**src/rtl/fb_arbiter.sv**
```systemverilog
// rtl/fb_arbiter.sv - single-port 2bpp framebuffer arbiter between PPU writes and scan-out reads
//
// Ports:
//   clk, rst_n                      clock, asynchronous active-low reset
//   pix_valid/pix_ready             PPU pixel handshake
//   pix_x, pix_y, pix_col           pixel coordinate and 2-bit shade
//   vblank                          PPU vblank level
//   rd_req/rd_addr/rd_gnt           scan-out read request (held until granted)
//   rd_data_valid/rd_data           scan-out read result, one cycle after grant
//   ram_en/ram_we/ram_addr/ram_wdata/ram_rdata   single-port RAM interface
//   frame_sync                      one-cycle pulse: frame fully written after vblank
//   fifo_level                      write FIFO occupancy
//   oob_cnt                         saturating count of dropped out-of-bounds pixels

module fb_arbiter #(
    parameter int WIDTH      = 160,
    parameter int HEIGHT     = 144,
    parameter int FIFO_DEPTH = 4,
    parameter int ADDR_W     = 15
) (
    input  logic                          clk,
    input  logic                          rst_n,
    input  logic                          pix_valid,
    output logic                          pix_ready,
    input  logic [7:0]                    pix_x,
    input  logic [7:0]                    pix_y,
    input  logic [1:0]                    pix_col,
    input  logic                          vblank,
    input  logic                          rd_req,
    input  logic [ADDR_W-1:0]             rd_addr,
    output logic                          rd_gnt,
    output logic                          rd_data_valid,
    output logic [1:0]                    rd_data,
    output logic                          ram_en,
    output logic                          ram_we,
    output logic [ADDR_W-1:0]             ram_addr,
    output logic [1:0]                    ram_wdata,
    input  logic [1:0]                    ram_rdata,
    output logic                          frame_sync,
    output logic [$clog2(FIFO_DEPTH):0]   fifo_level,
    output logic [7:0]                    oob_cnt
);

    localparam int PTR_W = $clog2(FIFO_DEPTH);
    localparam int LVL_W = PTR_W + 1;

    // FIFO storage and pointers; depth is a power of two so pointers wrap naturally
    logic [ADDR_W-1:0] q_addr [FIFO_DEPTH];
    logic [1:0]        q_col  [FIFO_DEPTH];
    logic [PTR_W-1:0]  wr_ptr;
    logic [PTR_W-1:0]  rd_ptr;

    logic              fifo_full;
    logic              fifo_empty;
    logic              accept;
    logic              pix_oob;
    logic              push;
    logic              pop;
    logic [ADDR_W-1:0] lin_addr;
    logic [ADDR_W-1:0] x_ext;
    logic [ADDR_W-1:0] y_ext;

    logic              vblank_q;
    logic              frame_pending;
    logic              vblank_rise;

    assign fifo_full  = (fifo_level == LVL_W'(FIFO_DEPTH));
    assign fifo_empty = (fifo_level == '0);
    assign pix_ready  = (fifo_level < LVL_W'(FIFO_DEPTH));

    assign accept  = pix_valid && pix_ready;
    assign pix_oob = ({1'b0, pix_x} >= 9'(WIDTH)) || ({1'b0, pix_y} >= 9'(HEIGHT));
    assign push    = accept && !pix_oob;

    // Linear address y*WIDTH + x, computed modulo 2^ADDR_W. The default
    // width of 160 = 128 + 32 maps to two shifts and an add.
    assign x_ext = ADDR_W'(pix_x);
    assign y_ext = ADDR_W'(pix_y);

    always_comb begin
        if (WIDTH == 160) begin
            lin_addr = (y_ext << 7) + (y_ext << 5) + x_ext;
        end else begin
            lin_addr = y_ext * ADDR_W'(WIDTH) + x_ext;
        end
    end

    // Arbitration: a full FIFO always wins so the PPU cannot stall forever;
    // otherwise scan-out reads win over draining the FIFO. Nothing is
    // issued while reset is asserted.
    always_comb begin
        ram_en    = 1'b0;
        ram_we    = 1'b0;
        ram_addr  = '0;
        ram_wdata = '0;
        rd_gnt    = 1'b0;
        pop       = 1'b0;
        if (rst_n) begin
            if (fifo_full || (!rd_req && !fifo_empty)) begin
                ram_en    = 1'b1;
                ram_we    = 1'b1;
                ram_addr  = q_addr[rd_ptr];
                ram_wdata = q_col[rd_ptr];
                pop       = 1'b1;
            end else if (rd_req) begin
                ram_en   = 1'b1;
                ram_addr = rd_addr;
                rd_gnt   = 1'b1;
            end
        end
    end

    // FIFO payload has no reset; only pointers and level define contents
    always_ff @(posedge clk) begin
        if (push) begin
            q_addr[wr_ptr] <= lin_addr;
            q_col[wr_ptr]  <= pix_col;
        end
    end

    always_ff @(posedge clk or negedge rst_n) begin
        if (!rst_n) begin
            wr_ptr     <= '0;
            rd_ptr     <= '0;
            fifo_level <= '0;
        end else begin
            if (push) begin
                wr_ptr <= wr_ptr + 1'b1;
            end
            if (pop) begin
                rd_ptr <= rd_ptr + 1'b1;
            end
            case ({push, pop})
                2'b10:   fifo_level <= fifo_level + 1'b1;
                2'b01:   fifo_level <= fifo_level - 1'b1;
                default: fifo_level <= fifo_level;
            endcase
        end
    end

    always_ff @(posedge clk or negedge rst_n) begin
        if (!rst_n) begin
            oob_cnt <= '0;
        end else if (accept && pix_oob && (oob_cnt != 8'hff)) begin
            oob_cnt <= oob_cnt + 8'd1;
        end
    end

    // RAM returns data the cycle after a read; the valid just follows the grant
    always_ff @(posedge clk or negedge rst_n) begin
        if (!rst_n) begin
            rd_data_valid <= 1'b0;
        end else begin
            rd_data_valid <= rd_gnt;
        end
    end

    assign rd_data = ram_rdata;

    // Frame completion: a vblank rise arms the pending flag; the pulse fires
    // from the registered flag once the FIFO is empty and nothing is being
    // pushed, so a rise in the same cycle only takes effect next cycle.
    // Further rises while armed are absorbed.
    assign vblank_rise = vblank && !vblank_q;
    assign frame_sync  = frame_pending && fifo_empty && !push;

    always_ff @(posedge clk or negedge rst_n) begin
        if (!rst_n) begin
            vblank_q      <= 1'b0;
            frame_pending <= 1'b0;
        end else begin
            vblank_q <= vblank;
            if (frame_sync) begin
                frame_pending <= 1'b0;
            end else if (vblank_rise) begin
                frame_pending <= 1'b1;
            end
        end
    end

endmodule

```
**config.mk**
```make
export PLATFORM = sky130hd
export DESIGN_NAME = fb_arbiter
export DESIGN_NICKNAME = d
export VERILOG_FILES = /design/src/rtl/fb_arbiter.sv
export SDC_FILE = /design/constraint.sdc
export NUM_CORES = 1
export LEC_CHECK = 0
export BUFFER_PORTS_ARGS = -buffer_cell sky130_fd_sc_hd__buf_4
export CAP_MARGIN = 20
export CELL_PAD_IN_SITES_DETAIL_PLACEMENT = 2
export CELL_PAD_IN_SITES_GLOBAL_PLACEMENT = 2
export CORE_ASPECT_RATIO = 1.25
export CORE_UTILIZATION = 39
export DETAILED_ROUTE_END_ITERATION = 10
export PLACE_DENSITY = 0.9
export SLEW_MARGIN = 20
export SYNTH_ARGS = -nofsm -noshare
export SYNTH_HDL_FRONTEND = slang
export SYNTH_SLANG_ARGS = --single-unit
```
**constraint.sdc**
```tcl
create_clock -name clk -period 2.44 [get_ports clk]
set_input_delay 0.488 -clock clk [delete_from_list [all_inputs] [get_ports clk]]
set_output_delay 0.488 -clock clk [all_outputs]
set_load 0.02 [all_outputs]
```
==> run metrics <==
IO Count=76; Clock Sinks=86; CP required=about 2.0 ns; ant diodes=0; Max Slew Vio Count=0; via count=2570; worst r2r dst=fifo_level[2]; crit end category=primary output; min-delay worst type=in2async; H-tree depth=3; worst-case clock buffer depth=2; Placer Congestion=0.764; post-DP HPWL=7800 um; CP delay by family, top=multiplexers; DIE AREA=about 0.011 mm2; Worst EP arrival=1.89 ns; post-layout min period=2.38 ns; Total Wirelength=10800 um; WHS=0.136 ns; largest net degree at the start of global routing=21; GRT Util Overall=between 20% and 30%; row cnt=41; Post-DRT Antenna Nets=0; PwrDens=997 mW/mm2; Initial DRC Count=106; status=finished, final reports clean; worst-path fanout max=7; adder-cell share of the synthesized area=8.03%; CP bufs+invs=2; Post-synth top cells=edfxtp_1 (68), ha_1 (21), dfrtp_1 (18), inv_1 (17), mux4_2 (17); Die Y=115 um; XOR/XNOR share of the synthesized area=4.14%; Residual DRC=0; Post-DP Area=between 0.004 and 0.005 mm2; EDFF count, synth=between 60 and 70; clk_lat worst skew=0.34 ns; initial core utilization=40.0%; post-route cell area=0.00531 mm2; Final Hold Violating Endpoints=0; Overflow after GRT=0; slowest cell delay on critical path=~0.53 ns; Distinct cells, synth=41; layout cells sized above 1=42.2%; Synth Warn #=0; Final Skew=0.00569 ns; VDD IR-drop max=0.598 mV; setup_tns=0 ns; Syn Nets=315; Mapped Area=around 0.004 mm2; Main synth FF type=edfxtp_1; slack of the worst reg-to-reg path=0.49 ns; Seq/Total Area, Yosys=62.0%; crit path cell chain=buf_12, mux4_2, a22o_1, buf_4; reg2reg start=fifo_level[0]; most numerous cell in the Yosys netlist=edfxtp_1; TritonCTS Buffers=9; Inst Count DP=463; vias per inst=~5.3; Yosys top cell by area=edfxtp_1; critical path class=reg2out; Yosys reg bits=86; clock-pin slew on the worst setup and hold paths=around 0.06 ns; port buffer count=71; Post-Syn Instances=251; slowest CP cell=mux4_2; Setup crit start kind=flip-flop; post-synthesis mux area share=10.3%; f_max=420 MHz; Period Utilization, post-route=between 90% and 100%; iteration count of the initial detailed-routing pass=4; compound-gate portion of the synthesized area=approximately 6.9%; Worst-Margin Slew=approximately 0.46 ns; initial antenna violation count=0; top cells by area, synth=edfxtp_1 (51%), dfrtp_1 (11%), mux4_2 (9.5%), ha_1 (6.5%), a22o_1 (3.3%); simple-gate share of the synthesized area=5.82%; number of global-route vias before repair=2895; first-pass GRT wire length=between 15000 and 20000 um; area grow syn2layout=32.0%; Final Non-Filler Cells=487; WL/cell=22.1 um; Worst R2R Path Depth=8; leakage power=approximately 0.0021 uW; Max Cap Viol=0; main combinational cell family by area after synthesis=multiplexers; Slew HR=69.1%; share of the synthesized area in the top cell type=between 50% and 60%; fraction of registers with async set/reset=20.9%; mean cell area of the mapped netlist=approximately 16 um2; CTS Root Cell=clkbuf_16; post-route setup slack=0.0580 ns; Core ar.=0.0101 mm2; final setup violation count=0; nets=417; CTS tree=done; DP Worst Slack=-0.398 ns; die width=92.8 um
## cells in the final DEF (no fill, tap or decap), drive strengths merged, types with 2 or more instances in the layout
master	synthesis	layout
nor3	2	2
nand3	3	3
o21ai	8	8
edfxtp	68	68
inv	17	17
xnor2	13	13
xor2	6	6
nor2b	2	2
mux2i	2	2
nor2	9	9
a22o	15	15
a21oi	2	2
nand4	2	2
dfrtp	18	18
fa	3	3
ha	21	21
nand2b	2	2
nand2	8	8
and3	3	3
buf	6	98
clkbuf	3	11
and2	6	6
clkinv	0	5
mux4	17	17
nor3b	2	2
## through the flow
step / util [%] / power [uW]
after CTS: 51.8 / 5250
after global routing: 52.8 / 5560
after detailed placement: 48.6 / 3910
after floorplan: - / 3120
after global placement: 48.6 / 3760
final: 52.8 / 5290
## routing by layer
layer | vias to the layer above | GRT usage, % | share of wire (%)
met1 | 1327 | 23.4 | 39
met5 | - | 0 | 0
li1 | 1161 | - | -
met4 | 0 | 7.69 | 1.8
met2 | 68 | 42.0 | 57
met3 | 14 | 3.02 | 2.9
## cell families after synthesis
| group | after synthesis |
|---|---|
| buf+inv | 26 |
| compound gates | 34 |
| fa+ha+maj | 24 |
| xor+xnor | 19 |
| simple gates | 42 |
| flops | 86 |
| mux | 20 |
## where the power goes
part | leakage, uW | switching, uW | internal, uW | total, uW
logic | 0.00115 | 1030 | 989 | 2010
registers | 0.000834 | 163 | 1810 | 1970
clock network | 0.000141 | 525 | 780 | 1310
## flip-flops by register name, summed over array words and instances, names as in the netlist
register and count:
wr_ptr 2, fifo_level 3, q_col 8, vblank_q 1, oob_cnt 8, rd_data_valid 1
rd_ptr 2, q_addr 60, frame_pending 1
## worst max-delay path by stage
| stage | slack, ns | to | cells after the start | startpoint |
|---|---|---|---|---|
| after floorplan | 0.02 | q_addr[0][13] | 8 | pix_y[2] |
| after global placement | -0.20 | q_addr[0][14] | 9 | pix_y[2] |
| after detailed placement | -0.40 | q_addr[3][13] | 9 | pix_y[2] |
| after CTS | 0.005 | ram_addr[13] | 4 | rd_ptr[0] |
| after global routing | -0.004 | q_addr[3][13] | 9 | pix_x[7] |
| final | 0.06 | ram_addr[13] | 4 | rd_ptr[0] |
## area by class of cell
class                      instances  area [um2]
clock inverter                     6        52.6
inverter                          17        63.8
timing repair buffer             100         833
fill                             953        4750
multi-input combinational        139        1470
sequential                        86        2490
clock buffer                      10         229
tap                              129         161
## repair_timing
action	4_1_cts	5_1_grt
gates resized for setup	4	13
cloned	0	1
hold buffers	1	0
endpoints found under the setup margin	23	27
pin swaps	1	9
setup buffers	1	5
endpoints found under the hold margin	3	0
No activity file was read; power rests on OpenSTA's default activity.
